$ cat config.mk
export PLATFORM = sky130hd
export DESIGN_NAME = int_ctrl
export DESIGN_NICKNAME = d
export VERILOG_FILES = /design/src/rtl/int_ctrl.sv
export SDC_FILE = /design/constraint.sdc
export NUM_CORES = 1
export LEC_CHECK = 0
export ABC_AREA = 1
export CORE_ASPECT_RATIO = 1.25
export CORE_MARGIN = 2
export CORE_UTILIZATION = 43
export CTS_CLUSTER_DIAMETER = 100
export DETAILED_ROUTE_END_ITERATION = 10
export GPL_TIMING_DRIVEN = 0
export PLACE_DENSITY = 0.85
export SLEW_MARGIN = 20
export SYNTH_ARGS = -nofsm -noshare
export SYNTH_HDL_FRONTEND = slang
export SYNTH_SLANG_ARGS = --single-unit
$ cat constraint.sdc
create_clock -name clk -period 3.55 [get_ports clk]
set_clock_uncertainty 0.1 [all_clocks]
set_input_delay 0.5325 -clock clk [delete_from_list [all_inputs] [get_ports clk]]
set_output_delay 0.5325 -clock clk [all_outputs]
set_load 0.005 [all_outputs]
$ cat src/rtl/int_ctrl.sv
// int_ctrl: eight-source interrupt controller for the SCPU INT input.
// Raw lines are synchronised and edge-detected into PEND. MASK gates PEND.
// Fixed priority (source 0 highest) selects one source for a
// request / acknowledge / service / return handshake with the CPU.
// Handshake: INT stays high in REQ until the CPU pulses int_ack for one
// cycle. The source is then in service (int_busy) until a one-cycle
// int_eret pulse. An ack outside REQ and an eret outside SVC are ignored.
module int_ctrl #(
  parameter int          N_SRC     = 8,
  parameter logic [31:0] BASE_ADDR = 32'hE000_0000
) (
  input  logic             clk,
  input  logic             reset,
  input  logic [N_SRC-1:0] irq_in,
  input  logic             bus_sel,
  input  logic [31:0]      bus_addr,
  input  logic             bus_we,
  input  logic [31:0]      bus_wdata,
  output logic [31:0]      bus_rdata,
  output logic             INT,
  output logic [2:0]       int_id,
  input  logic             int_ack,
  input  logic             int_eret,
  output logic             int_busy,
  output logic [1:0]       dbg_state
);

  typedef enum logic [1:0] {
    S_IDLE = 2'd0,
    S_REQ  = 2'd1,
    S_SVC  = 2'd2
  } state_t;

  state_t             r_state;
  state_t             w_state_nxt;
  logic [N_SRC-1:0]   r_sync1;
  logic [N_SRC-1:0]   r_sync2;
  logic [N_SRC-1:0]   r_prev;
  logic [N_SRC-1:0]   r_pend;
  logic [N_SRC-1:0]   r_mask;
  logic [2:0]         r_int_id;
  logic [2:0]         w_id_nxt;
  logic [N_SRC-1:0]   w_edge;
  logic [N_SRC-1:0]   w_active;
  logic [2:0]         w_winner;
  logic               w_hit;
  logic [1:0]         w_off;
  logic               w_wr;
  logic               w_take_ack;
  logic [N_SRC-1:0]   w_set;
  logic [N_SRC-1:0]   w_clr;
  logic [N_SRC-1:0]   w_pend_nxt;
  logic               w_unused_bits;

  assign w_hit    = bus_sel && (bus_addr[31:4] == BASE_ADDR[31:4]);
  assign w_off    = bus_addr[3:2];
  assign w_wr     = w_hit && bus_we;
  assign w_edge   = r_sync2 & ~r_prev;
  assign w_active = r_pend & r_mask;
  assign w_unused_bits = ^{bus_addr[1:0], bus_wdata};

  // Two-flop synchroniser plus previous-value flop for rising-edge detect
  always_ff @(posedge clk or negedge reset) begin
    if (!reset) begin
      r_sync1 <= '0;
      r_sync2 <= '0;
      r_prev  <= '0;
    end else begin
      r_sync1 <= irq_in;
      r_sync2 <= r_sync1;
      r_prev  <= r_sync2;
    end
  end

  // Fixed priority: the lowest active index wins
  always_comb begin
    w_winner = '0;
    for (int i = N_SRC - 1; i >= 0; i--) begin
      if (w_active[i]) w_winner = 3'(i);
    end
  end

  // FSM next state; the winner is latched only when leaving IDLE
  always_comb begin
    w_state_nxt = r_state;
    w_id_nxt    = r_int_id;
    w_take_ack  = 1'b0;
    case (r_state)
      S_IDLE: begin
        if (|w_active) begin
          w_state_nxt = S_REQ;
          w_id_nxt    = w_winner;
        end
      end
      S_REQ: begin
        if (int_ack) begin
          w_state_nxt = S_SVC;
          w_take_ack  = 1'b1;
        end else if (!(|w_active)) begin
          w_state_nxt = S_IDLE;
        end
      end
      S_SVC: begin
        if (int_eret) w_state_nxt = S_IDLE;
      end
      default: w_state_nxt = S_IDLE;
    endcase
  end

  // Pending update: a new edge wins over a same-cycle ack or W1C clear
  always_comb begin
    w_set = w_edge;
    w_clr = '0;
    if (w_wr && (w_off == 2'd3)) w_set = w_set | bus_wdata[N_SRC-1:0];
    if (w_wr && (w_off == 2'd0)) w_clr = bus_wdata[N_SRC-1:0];
    if (w_take_ack) w_clr = w_clr | (N_SRC'(1) << r_int_id);
    w_pend_nxt = (r_pend & ~w_clr) | w_set;
  end

  // State, latched id, PEND and MASK registers
  always_ff @(posedge clk or negedge reset) begin
    if (!reset) begin
      r_state  <= S_IDLE;
      r_int_id <= '0;
      r_pend   <= '0;
      r_mask   <= '0;
    end else begin
      r_state  <= w_state_nxt;
      r_int_id <= w_id_nxt;
      r_pend   <= w_pend_nxt;
      if (w_wr && (w_off == 2'd1)) r_mask <= bus_wdata[N_SRC-1:0];
    end
  end

  // Combinational read mux; zero on miss or during a write
  always_comb begin
    bus_rdata = '0;
    if (w_hit && !bus_we) begin
      case (w_off)
        2'd0:    bus_rdata = {{(32-N_SRC){1'b0}}, r_pend};
        2'd1:    bus_rdata = {{(32-N_SRC){1'b0}}, r_mask};
        2'd2:    bus_rdata = {28'b0, int_busy, r_int_id};
        default: bus_rdata = '0;
      endcase
    end
  end

  assign INT       = (r_state == S_REQ);
  assign int_busy  = (r_state == S_SVC);
  assign int_id    = r_int_id;
  assign dbg_state = r_state;

endmodule

==> results.cfg, run 1 <==
[status]
outcome = finished clean

[timing]
fin_crit_sh_pct = 94.43
worst_slew_pin_slew_ns = 0.5215
setup_viol = 0
slew_violations = 0
hold_viol_final = 0
worst_slack_ns = 0.1978
rsz0062_at_grt = false
finalCriticalPeriod_ns = 3.352
fin_setup_tns_ns = 0
relSlewSlack_pct = 65.24
fin_hold_ws_ns = 0.09816
clock.fmax_mhz = 298.3

[final_layout]
num_antenna_cells = 0
fin_util_pct = 63.12
final_nets = 459
syn2layout_area_growth_pct = 40.20
drive_gt1_share_pct = 11.55
stdcell_area_mm2 = 0.003229

[worst_setup_path]
crit_chain = clkdlybuf4s50_1 > nor2_2 > clkbuf_1 > nand2_1 > a31oi_1 > clkdlybuf4s50_1
startpoint = bus_addr[3]
r2r_start = dbg_state[0]$_DFFE_PN0P_
cp_top_family = buffers and inverters
start_kind = input port
crit_type = input port to output port
ff2ff_path_depth = 7
cp_common_cell = clkdlybuf4s50_1
cp.arrival_ns = 2.72
worstPathMaxFanout = 10
r2r_end = r_pend[2]$_DFF_PN0_
path_buf_inv = 3
cp_slowest_stage_delay_ns = 0.57
critPathCaptureType = output port
r2r_setup_slack_ns = 1.92
crit_required_ns = 2.92
cp_slowest_cell = clkdlybuf4s50_1

[global_routing]
grt_max_degree = 26
grt_pass1_wl_um = 8728
grt_pass1_vias = 2031
grt.total_usage_pct = 18.14
antenna_found_initial = 0
gr-total-overflow = 0

[detailed_routing]
wl_um = 5017
wl_met3_um = 364
drt_iter0_markers = 95
wl_per_cell_um = 11.33
vias_per_cell = 4.688
dr_wl_met2_um = 2622
dr.pass1.iters = 4
drtAntennaViolNets = 0
top_layer = met4
met1_length_um = 1856
drc = 0
num_vias = 2077

[clocking]
path_clk_slew_ns = 0.08
clk-insertion-delay-late_ns = 0.30
cts_tree = built
clock_path_buffers = 2
root_buffer = clkbuf_8
htreeDepth = 2
cts_hold_buffers = 0
clkSinkCount = 45
cts_buffers = 5

[placement]
gp_congestion = 0.8644
port_buffers = 65
post_dp_cell_area_mm2 = 0.003141
dp_slack_ns = 0.1213
dp_hpwl_um = 4018

[pwr]
p_leak_uw = 0.001631
power.density_mw_per_mm2 = 425.4
ir_drop_mv = 0.3217

[die]
dieArea_mm2 = 0.005962
row_count = 29
die_x_um = 69.47
pin_count = 117
initial_utilization_pct = 45.02
fp.dieH_um = 85.83
core-area_mm2 = 0.005116

[synthesis]
netlist_instances = 285
synthesis.area_mm2 = 0.002303
netlist-cell-type-count = 26
ys.warnings.count = 0
synth.avg_cell_area_um2 = 8.082
yosys_register_bits = 45
ys_seq_area_share_pct = 48.89

[worst_hold_path]
hp-class = input port to asynchronous set/reset pin

[job]
maxCapViolations = 0
-- per-layer routing --
layer / GRT usage, % / vias to the layer above
met3: 5.288 / 16
li1: - / 1052
met1: 19.57 / 925
met5: 0 / -
met4: 10.52 / 0
met2: 31.64 / 84
-- layout make-up --
cell class | count | area (um^2)
sequential | 45 | 1126
tap | 62 | 77.57
multi-input combinational | 201 | 934.6
buffer | 28 | 203.9
clock buffer | 7 | 86.33
timing repair buffer | 66 | 673.1
fill | 447 | 1887
inverter | 34 | 127.6
-- where the power goes --
part	switching (uW)	internal, uW
Combinational	191	215
Clock	156	154
Sequential	74.0	583
-- worst max-delay path by stage --
| stage | to | slack [ns] | cells after the start |
|---|---|---|---|
| floorplan | bus_rdata[3] | 1.46 | 6 |
| global placement | bus_rdata[0] | 0.13 | 6 |
| detailed placement | bus_rdata[2] | 0.12 | 6 |
| CTS | bus_rdata[2] | 0.10 | 6 |
| global route | bus_rdata[0] | 0.10 | 6 |
| finish | bus_rdata[2] | 0.20 | 6 |
-- through the flow --
| step | power [uW] | instances |
|---|---|---|
| floorplan | 860.9 | 308 |
| global placement | 1052 | 435 |
| detailed placement | 1071 | 436 |
| CTS | 1381 | 443 |
| global route | 1471 | 443 |
| finish | 1374 | 443 |
-- state kept, by name (all words and copies together), names as in the netlist --
register   flops
int_id         3
r_sync2        8
r_pend         8
dbg_state      2
r_mask         8
r_prev         8
r_sync1        8
-- logic make-up (layout without fill, tap and decap cells) --
group	Yosys count	count (layout)	share of synthesized area (%)
and+or+nand+nor	145	145	28.25
buffers and inverters	62	135	14.39
DFF	45	45	48.89
AOI/OAI and AO/OA	32	32	8.311
other	1	24	0.1628
-- cell usage after synthesis (all sizes together) --
cell type,n,area share (%)
a221oi,2,0.76
a31oi,3,0.81
o31ai,2,0.65
buf,25,8.3
inv,33,5.4
or2,1,0.27
o21ai,13,2.8
clkinv,1,0.16
nand3,5,1.1
nand4,17,4.6
a21boi,6,2.0
conb,1,0.16
a21oi,6,1.3
clkbuf,3,0.54
nand3b,1,0.33
dfrtp,45,49
nand2,89,15
nor2,27,5.8
nor3,5,1.1
-- cell usage in the layout, fill, tap and decap left out, types with 3 or more instances in the layout --
master and count:
nand2_1 86, clkbuf_1 3, clkdlybuf4s50_1 64, o21ai_0 4
nor3_1 5, nand4_1 17, a31oi_1 3, o21ai_1 9
nor2_1 24, inv_2 4, nand3_1 5, a21boi_0 6
a21oi_1 6, dfrtp_1 45, conb_1 24, inv_1 29
clkbuf_8 6, buf_4 24
-- repair_timing --
item / 4_1_cts / 5_1_grt
endpoints found under the setup margin: 0 / 6
buffers inserted: 0 / 0
resized for setup: 0 / 1
Power figures use the tool's default switching activity.
==> inputs of run 2 (changes only) <==
- HOLD_SLACK_MARGIN: not set -> 0.08
==> results of run 2 <==
Same layout as run 1: the final DEF is identical, and so are final timing and power.
